--- config.mk ---
export PLATFORM = sky130hd
export DESIGN_NAME = imsic_csr_initiator
export DESIGN_NICKNAME = d
export VERILOG_FILES = /design/src/rtl/imsic_csr_initiator.sv
export SDC_FILE = /design/constraint.sdc
export NUM_CORES = 1
export LEC_CHECK = 0
export CORE_MARGIN = 2
export CORE_UTILIZATION = 35
export CTS_CLUSTER_SIZE = 16
export DETAILED_ROUTE_END_ITERATION = 8
export PLACE_DENSITY = 0.71
export SYNTH_ARGS = -nofsm -noshare
export SYNTH_HDL_FRONTEND = slang
export SYNTH_SLANG_ARGS = --single-unit
--- constraint.sdc ---
create_clock -name clk -period 3.8 [get_ports clk]
set_clock_uncertainty 0.2 [all_clocks]
set_input_delay 0.76 -clock clk [delete_from_list [all_inputs] [get_ports clk]]
set_output_delay 0.76 -clock clk [all_outputs]
set_load 0.005 [all_outputs]
--- src/rtl/imsic_csr_initiator.sv ---
// Hart-side initiator for the IMSIC interrupt-file CSR channel.
// One indirect CSR access in flight: issue, wait for data, hold response.
module imsic_csr_initiator #(
   parameter int NR_INTP_FILES   = 7,
   parameter int XLEN            = 64,
   parameter int INTP_FILE_WIDTH = 3,
   parameter int TIMEOUT_CYCLES  = 16,
   parameter int TMO_WIDTH       = 5
) (
   input  logic                       clk,
   input  logic                       rst,
   input  logic                       i_req_vld,
   output logic                       o_req_rdy,
   input  logic [11:0]                i_req_addr,
   input  logic [1:0]                 i_req_priv,
   input  logic                       i_req_v,
   input  logic [5:0]                 i_req_vgein,
   input  logic                       i_req_wr,
   input  logic [1:0]                 i_req_op,
   input  logic [XLEN-1:0]            i_req_wdata,
   output logic                       o_rsp_vld,
   input  logic                       i_rsp_rdy,
   output logic [XLEN-1:0]            o_rsp_rdata,
   output logic                       o_rsp_illegal,
   output logic                       o_rsp_timeout,
   output logic [11:0]                o_csr_addr,
   output logic                       o_csr_rd,
   output logic [INTP_FILE_WIDTH-1:0] o_intp_file_sel,
   output logic                       o_csr_v,
   output logic                       o_csr_wdata_vld,
   output logic [XLEN-1:0]            o_csr_wdata,
   output logic [1:0]                 o_csr_wdata_op,
   input  logic                       i_csr_rdata_vld,
   input  logic [XLEN-1:0]            i_csr_rdata,
   input  logic                       i_csr_illegal
);

   typedef enum logic [1:0] {IDLE, ISSUE, WAIT, RESP} state_t;

   localparam logic [5:0] MAX_VGEIN = 6'(NR_INTP_FILES - 2);
   localparam logic [TMO_WIDTH-1:0] TMO_LIM = TMO_WIDTH'(TIMEOUT_CYCLES);

   state_t                     state_q;
   logic [TMO_WIDTH-1:0]       cnt_q;
   logic                       req_rdy_q;
   logic                       rsp_vld_q;
   logic [XLEN-1:0]            rsp_rdata_q;
   logic                       rsp_ill_q;
   logic                       rsp_tmo_q;
   logic                       csr_rd_q;
   logic [11:0]                csr_addr_q;
   logic [INTP_FILE_WIDTH-1:0] csr_file_q;
   logic                       csr_v_q;
   logic                       csr_wvld_q;
   logic [XLEN-1:0]            csr_wdata_q;
   logic [1:0]                 csr_op_q;

   logic [INTP_FILE_WIDTH-1:0] file_sel_d;
   logic                       loc_ill_d;
   logic [TMO_WIDTH-1:0]       cnt_d;

   always_comb begin
      file_sel_d = '0;
      if (i_req_priv == 2'd1) begin
         file_sel_d = i_req_v
            ? INTP_FILE_WIDTH'(i_req_vgein) + INTP_FILE_WIDTH'(1)
            : INTP_FILE_WIDTH'(1);
      end
      loc_ill_d = 1'b0;
      if (i_req_v && (i_req_vgein == 6'd0 || i_req_vgein > MAX_VGEIN))
         loc_ill_d = 1'b1;
      if (i_req_priv != 2'd1 && i_req_priv != 2'd3)
         loc_ill_d = 1'b1;
      if (i_req_wr && i_req_op == 2'b00)
         loc_ill_d = 1'b1;
      cnt_d = cnt_q + TMO_WIDTH'(1);
   end

   always_ff @(posedge clk) begin
      if (rst) begin
         state_q     <= IDLE;
         cnt_q       <= '0;
         req_rdy_q   <= 1'b1;
         rsp_vld_q   <= 1'b0;
         rsp_rdata_q <= '0;
         rsp_ill_q   <= 1'b0;
         rsp_tmo_q   <= 1'b0;
         csr_rd_q    <= 1'b0;
         csr_addr_q  <= '0;
         csr_file_q  <= '0;
         csr_v_q     <= 1'b0;
         csr_wvld_q  <= 1'b0;
         csr_wdata_q <= '0;
         csr_op_q    <= '0;
      end else begin
         unique case (state_q)
            IDLE: begin
               if (i_req_vld) begin
                  req_rdy_q <= 1'b0;
                  if (loc_ill_d) begin
                     state_q     <= RESP;
                     rsp_vld_q   <= 1'b1;
                     rsp_rdata_q <= '0;
                     rsp_ill_q   <= 1'b1;
                     rsp_tmo_q   <= 1'b0;
                  end else begin
                     state_q     <= ISSUE;
                     csr_rd_q    <= 1'b1;
                     csr_addr_q  <= i_req_addr;
                     csr_file_q  <= file_sel_d;
                     csr_v_q     <= i_req_v;
                     csr_wvld_q  <= i_req_wr;
                     csr_wdata_q <= i_req_wdata;
                     csr_op_q    <= i_req_op;
                  end
               end
            end
            ISSUE: begin
               state_q     <= WAIT;
               cnt_q       <= '0;
               csr_rd_q    <= 1'b0;
               csr_addr_q  <= '0;
               csr_file_q  <= '0;
               csr_v_q     <= 1'b0;
               csr_wvld_q  <= 1'b0;
               csr_wdata_q <= '0;
               csr_op_q    <= '0;
            end
            WAIT: begin
               if (i_csr_rdata_vld) begin
                  state_q     <= RESP;
                  rsp_vld_q   <= 1'b1;
                  rsp_rdata_q <= i_csr_rdata;
                  rsp_ill_q   <= i_csr_illegal;
                  rsp_tmo_q   <= 1'b0;
               end else begin
                  cnt_q <= cnt_d;
                  // data arriving on the final wait cycle still wins
                  if (cnt_d == TMO_LIM) begin
                     state_q     <= RESP;
                     rsp_vld_q   <= 1'b1;
                     rsp_rdata_q <= '0;
                     rsp_ill_q   <= 1'b1;
                     rsp_tmo_q   <= 1'b1;
                  end
               end
            end
            RESP: begin
               if (i_rsp_rdy) begin
                  state_q     <= IDLE;
                  req_rdy_q   <= 1'b1;
                  rsp_vld_q   <= 1'b0;
                  rsp_rdata_q <= '0;
                  rsp_ill_q   <= 1'b0;
                  rsp_tmo_q   <= 1'b0;
               end
            end
            default: state_q <= IDLE;
         endcase
      end
   end

   assign o_req_rdy       = req_rdy_q;
   assign o_rsp_vld       = rsp_vld_q;
   assign o_rsp_rdata     = rsp_rdata_q;
   assign o_rsp_illegal   = rsp_ill_q;
   assign o_rsp_timeout   = rsp_tmo_q;
   assign o_csr_rd        = csr_rd_q;
   assign o_csr_addr      = csr_addr_q;
   assign o_intp_file_sel = csr_file_q;
   assign o_csr_v         = csr_v_q;
   assign o_csr_wdata_vld = csr_wvld_q;
   assign o_csr_wdata     = csr_wdata_q;
   assign o_csr_wdata_op  = csr_op_q;

endmodule
==> qor.yml <==
grt:
  remaining_global_route_overflow: 0
  antenna_found_initial: 0
  grt_max_degree: 97
  via_count_of_the_first_global_routing_pass: 5813
  first_pass_grt_wire_length_microns: 30300
  grtUsageTotal: 0.193
placement:
  dpl-instance-area_sq_mm: 0.00962
  dpl.cell_count: 1237
  port_buffers: 309
  dp_hpwl_microns: 13000
  gpl.final_weighted_congestion: 0.759
timing:
  timing_max_transition_violations_final: 0
  period_share: 0.832
  tightest_slew_ns: 1.07
  maxSlewHeadroom: 0.287
  clock.fmax_ghz: 0.316
  period_minus_slack_ns: 3.16
  setup_viol: 0
  final_layout_setup_total_negative_slack_ns: 0
  rsz0062_at_grt: "false"
  timing.final.hold_violations: 0
clock_tree:
  numCtsBuffers: 17
  holdBufCountCts: 0
  cts_num_sinks: 159
  clkSlewWorstSetupHoldPaths_ns: 0.07
  postCtsSetupRepairBufs: 0
  cts_root_buf: "sky130_fd_sc_hd__clkbuf_16"
  cts_tree: "built"
  post_cts.resized_instances: 0
  cts_max_level: 4
  clk_path_buf_depth: 2
  clock_latency_ns: 0.42
setup_path:
  timing.critical_path.required_ns: 3.95
  rr_worst_depth: 8
  critPathLaunchType: "input port"
  endpoint_kind: "flip-flop"
  timing.setup.critical_path_class: "in2reg"
  worst-path-max-fanout: 36
  critical_path_arrival_ns: 3.32
floorplan:
  num_rows: 49
  coreArea_sq_mm: 0.0178
  floorplan.initialDensity: 0.355
  die_area_sq_mm: 0.0192
  die_w_microns: 138
  die_height_microns: 138
  design.portCount: 310
cells_and_area:
  flow.area_growth_from_synthesis_pct: 60.8
  nets: 1195
  layoutNonFillerInstCount: 1269
  antenna_cells_inserted: 0
  finish.instance_area_sq_mm: 0.0102
  final_core_util: 0.570
  layout-drive-gt1-share: 0.0481
route:
  route.detailed.vias_per_inst: 4.82
  first_iter_violations: 244
  drt_first_pass_iters: 4
  num_vias: 6118
  post-route-drc-count: 0
  detail_route.wirelength_microns: 19000
  wl_per_cell_microns: 15.0
  detail-route-antenna-nets: 0
synthesis:
  synthesis.yosys.warnings: 0
  synthDominantCellAreaShare: 0.503
  yosysUniqueCellTypes: 39
  synth_area_sq_mm: 0.00632
  synthArstFlopShare: 0
  yosysTopAreaCell: "sky130_fd_sc_hd__dfxtp_1"
  postSynthCellCount: 745
  synthMostInstantiatedCell: "sky130_fd_sc_hd__nand2_1"
  synth-edff-count: 0
  synth_seq_cells: 159
  postSynthNetCount: 913
  ys_dominant_reg_cell: "sky130_fd_sc_hd__dfxtp_1"
  synth_area_per_cell_sq_um: 8.49
  yosys-top-cells-count: "sky130_fd_sc_hd__nand2_1 (217), sky130_fd_sc_hd__dfxtp_1 (159), sky130_fd_sc_hd__a21oi_1 (88)"
  post_synth_main_area_contributors: "sky130_fd_sc_hd__dfxtp_1 (50%), sky130_fd_sc_hd__nand2_1 (13%), sky130_fd_sc_hd__mux2i_1 (10%)"
  sequential_share_of_the_synthesized_area: 0.503
min_path:
  worstHoldPathCells: 2
  hp-class: "reg2reg"
outcome:
  run_status: "finished clean"
power:
  vdd_ir_drop_max_v: 0.000455
  power_density_mw_per_mm2: 574
  leakagePower_nw: 3.61
job:
  cap_violations: 0
==> cells in the final DEF, fill, tap and decap left out, types with 2 or more instances in the layout <==
master	netlist	routed
sky130_fd_sc_hd__nor2b_1	4	4
sky130_fd_sc_hd__nand3_1	82	82
sky130_fd_sc_hd__a21oi_1	88	88
sky130_fd_sc_hd__nor3_1	3	3
sky130_fd_sc_hd__ha_1	10	10
sky130_fd_sc_hd__inv_1	11	10
sky130_fd_sc_hd__nand2_1	217	217
sky130_fd_sc_hd__mux2i_1	66	66
sky130_fd_sc_hd__buf_4	3	7
sky130_fd_sc_hd__inv_6	0	3
sky130_fd_sc_hd__nand2b_1	3	3
sky130_fd_sc_hd__nor2_1	13	12
sky130_fd_sc_hd__buf_12	0	6
sky130_fd_sc_hd__o22ai_1	2	2
sky130_fd_sc_hd__nand4_1	2	2
sky130_fd_sc_hd__mux2_1	3	3
sky130_fd_sc_hd__clkbuf_8	0	3
sky130_fd_sc_hd__clkbuf_1	44	2
sky130_fd_sc_hd__o21ai_0	5	5
sky130_fd_sc_hd__inv_2	1	2
sky130_fd_sc_hd__clkbuf_16	0	17
sky130_fd_sc_hd__clkdlybuf4s50_1	0	308
sky130_fd_sc_hd__clkinvlp_4	0	5
sky130_fd_sc_hd__dfxtp_1	159	159
==> registers in the layout, indices dropped and copies added (netlist names), 2 cells and up <==
register	flops
cnt_q	5
o_csr_addr	12
o_csr_wdata	64
o_csr_wdata_op	2
o_intp_file_sel	3
o_rsp_rdata	64
state_q	2
==> routing by layer <==
metal,vias up,part of all wire,track usage,wire length [microns]
met2,250,0.45,0.307,8520
met4,0,0.016,0.0687,301
met1,2786,0.43,0.232,8230
li1,3059,-,-,-
met3,23,0.10,0.0876,1970
met5,-,0,0,0
==> critical path, cell delays in order <==
cell	delay, ns
sky130_fd_sc_hd__clkdlybuf4s50_1	0.54
sky130_fd_sc_hd__inv_1	0.08
sky130_fd_sc_hd__ha_1	0.19
sky130_fd_sc_hd__nand4bb_1	0.17
sky130_fd_sc_hd__o21ai_1	0.26
sky130_fd_sc_hd__nor2_1	0.15
sky130_fd_sc_hd__a2111oi_4	0.43
sky130_fd_sc_hd__buf_12	0.31
sky130_fd_sc_hd__buf_4	0.21
sky130_fd_sc_hd__mux2i_1	0.20
==> kinds of logic after synthesis <==
family	count (synthesis)	synth area share
buf+inv	70	0.0493
simple gates	328	0.218
mux	69	0.110
xor+xnor	1	0.00139
flops	159	0.503
compound gates	108	0.0983
fa+ha+maj	10	0.0198
==> cell type report <==
class,instances,area [sq um]
Multi-Input combinational cell,516,2850
Inverter,12,45.0
Tap cell,229,287
Clock buffer,22,474
Sequential cell,159,3180
Clock inverter,10,77.6
Timing Repair Buffer,321,3260
Fill cell,1606,7670
==> per-stage QoR <==
stage,setup WS (ns),hold slack (ns),total power (W)
6_report,0.637,0.248,0.00584
4_1_cts,0.640,0.251,0.00593
2_1_floorplan,1.14,0.248,0.00336
3_5_place_dp,0.179,0.242,0.00431
5_1_grt,0.476,0.266,0.00618
3_3_place_gp,0.277,0.237,0.00429
==> worst paths after layout <==
check                                            startpoint                      endpoint  slack (ns)
worst max-delay path                         i_req_vgein[0]  o_rsp_rdata[59]$_SDFFE_PP0P_        0.64
worst max register to register      state_q[0]$_SDFFE_PP0P_  o_rsp_rdata[59]$_SDFFE_PP0P_        1.19
worst min register to register  o_csr_addr[10]$_SDFFE_PP0P_   o_csr_addr[10]$_SDFFE_PP0P_        0.25
worst min-delay path            o_csr_addr[10]$_SDFFE_PP0P_   o_csr_addr[10]$_SDFFE_PP0P_        0.25
==> power breakdown <==
part / switching, W / leakage (nW) / internal (W)
combinational: 0.00111 / 2.06 / 0.00111
clock: 0.000699 / 0.256 / 0.000894
sequential: 0.000120 / 1.29 / 0.00191
No activity file was read; power rests on OpenSTA's default activity.
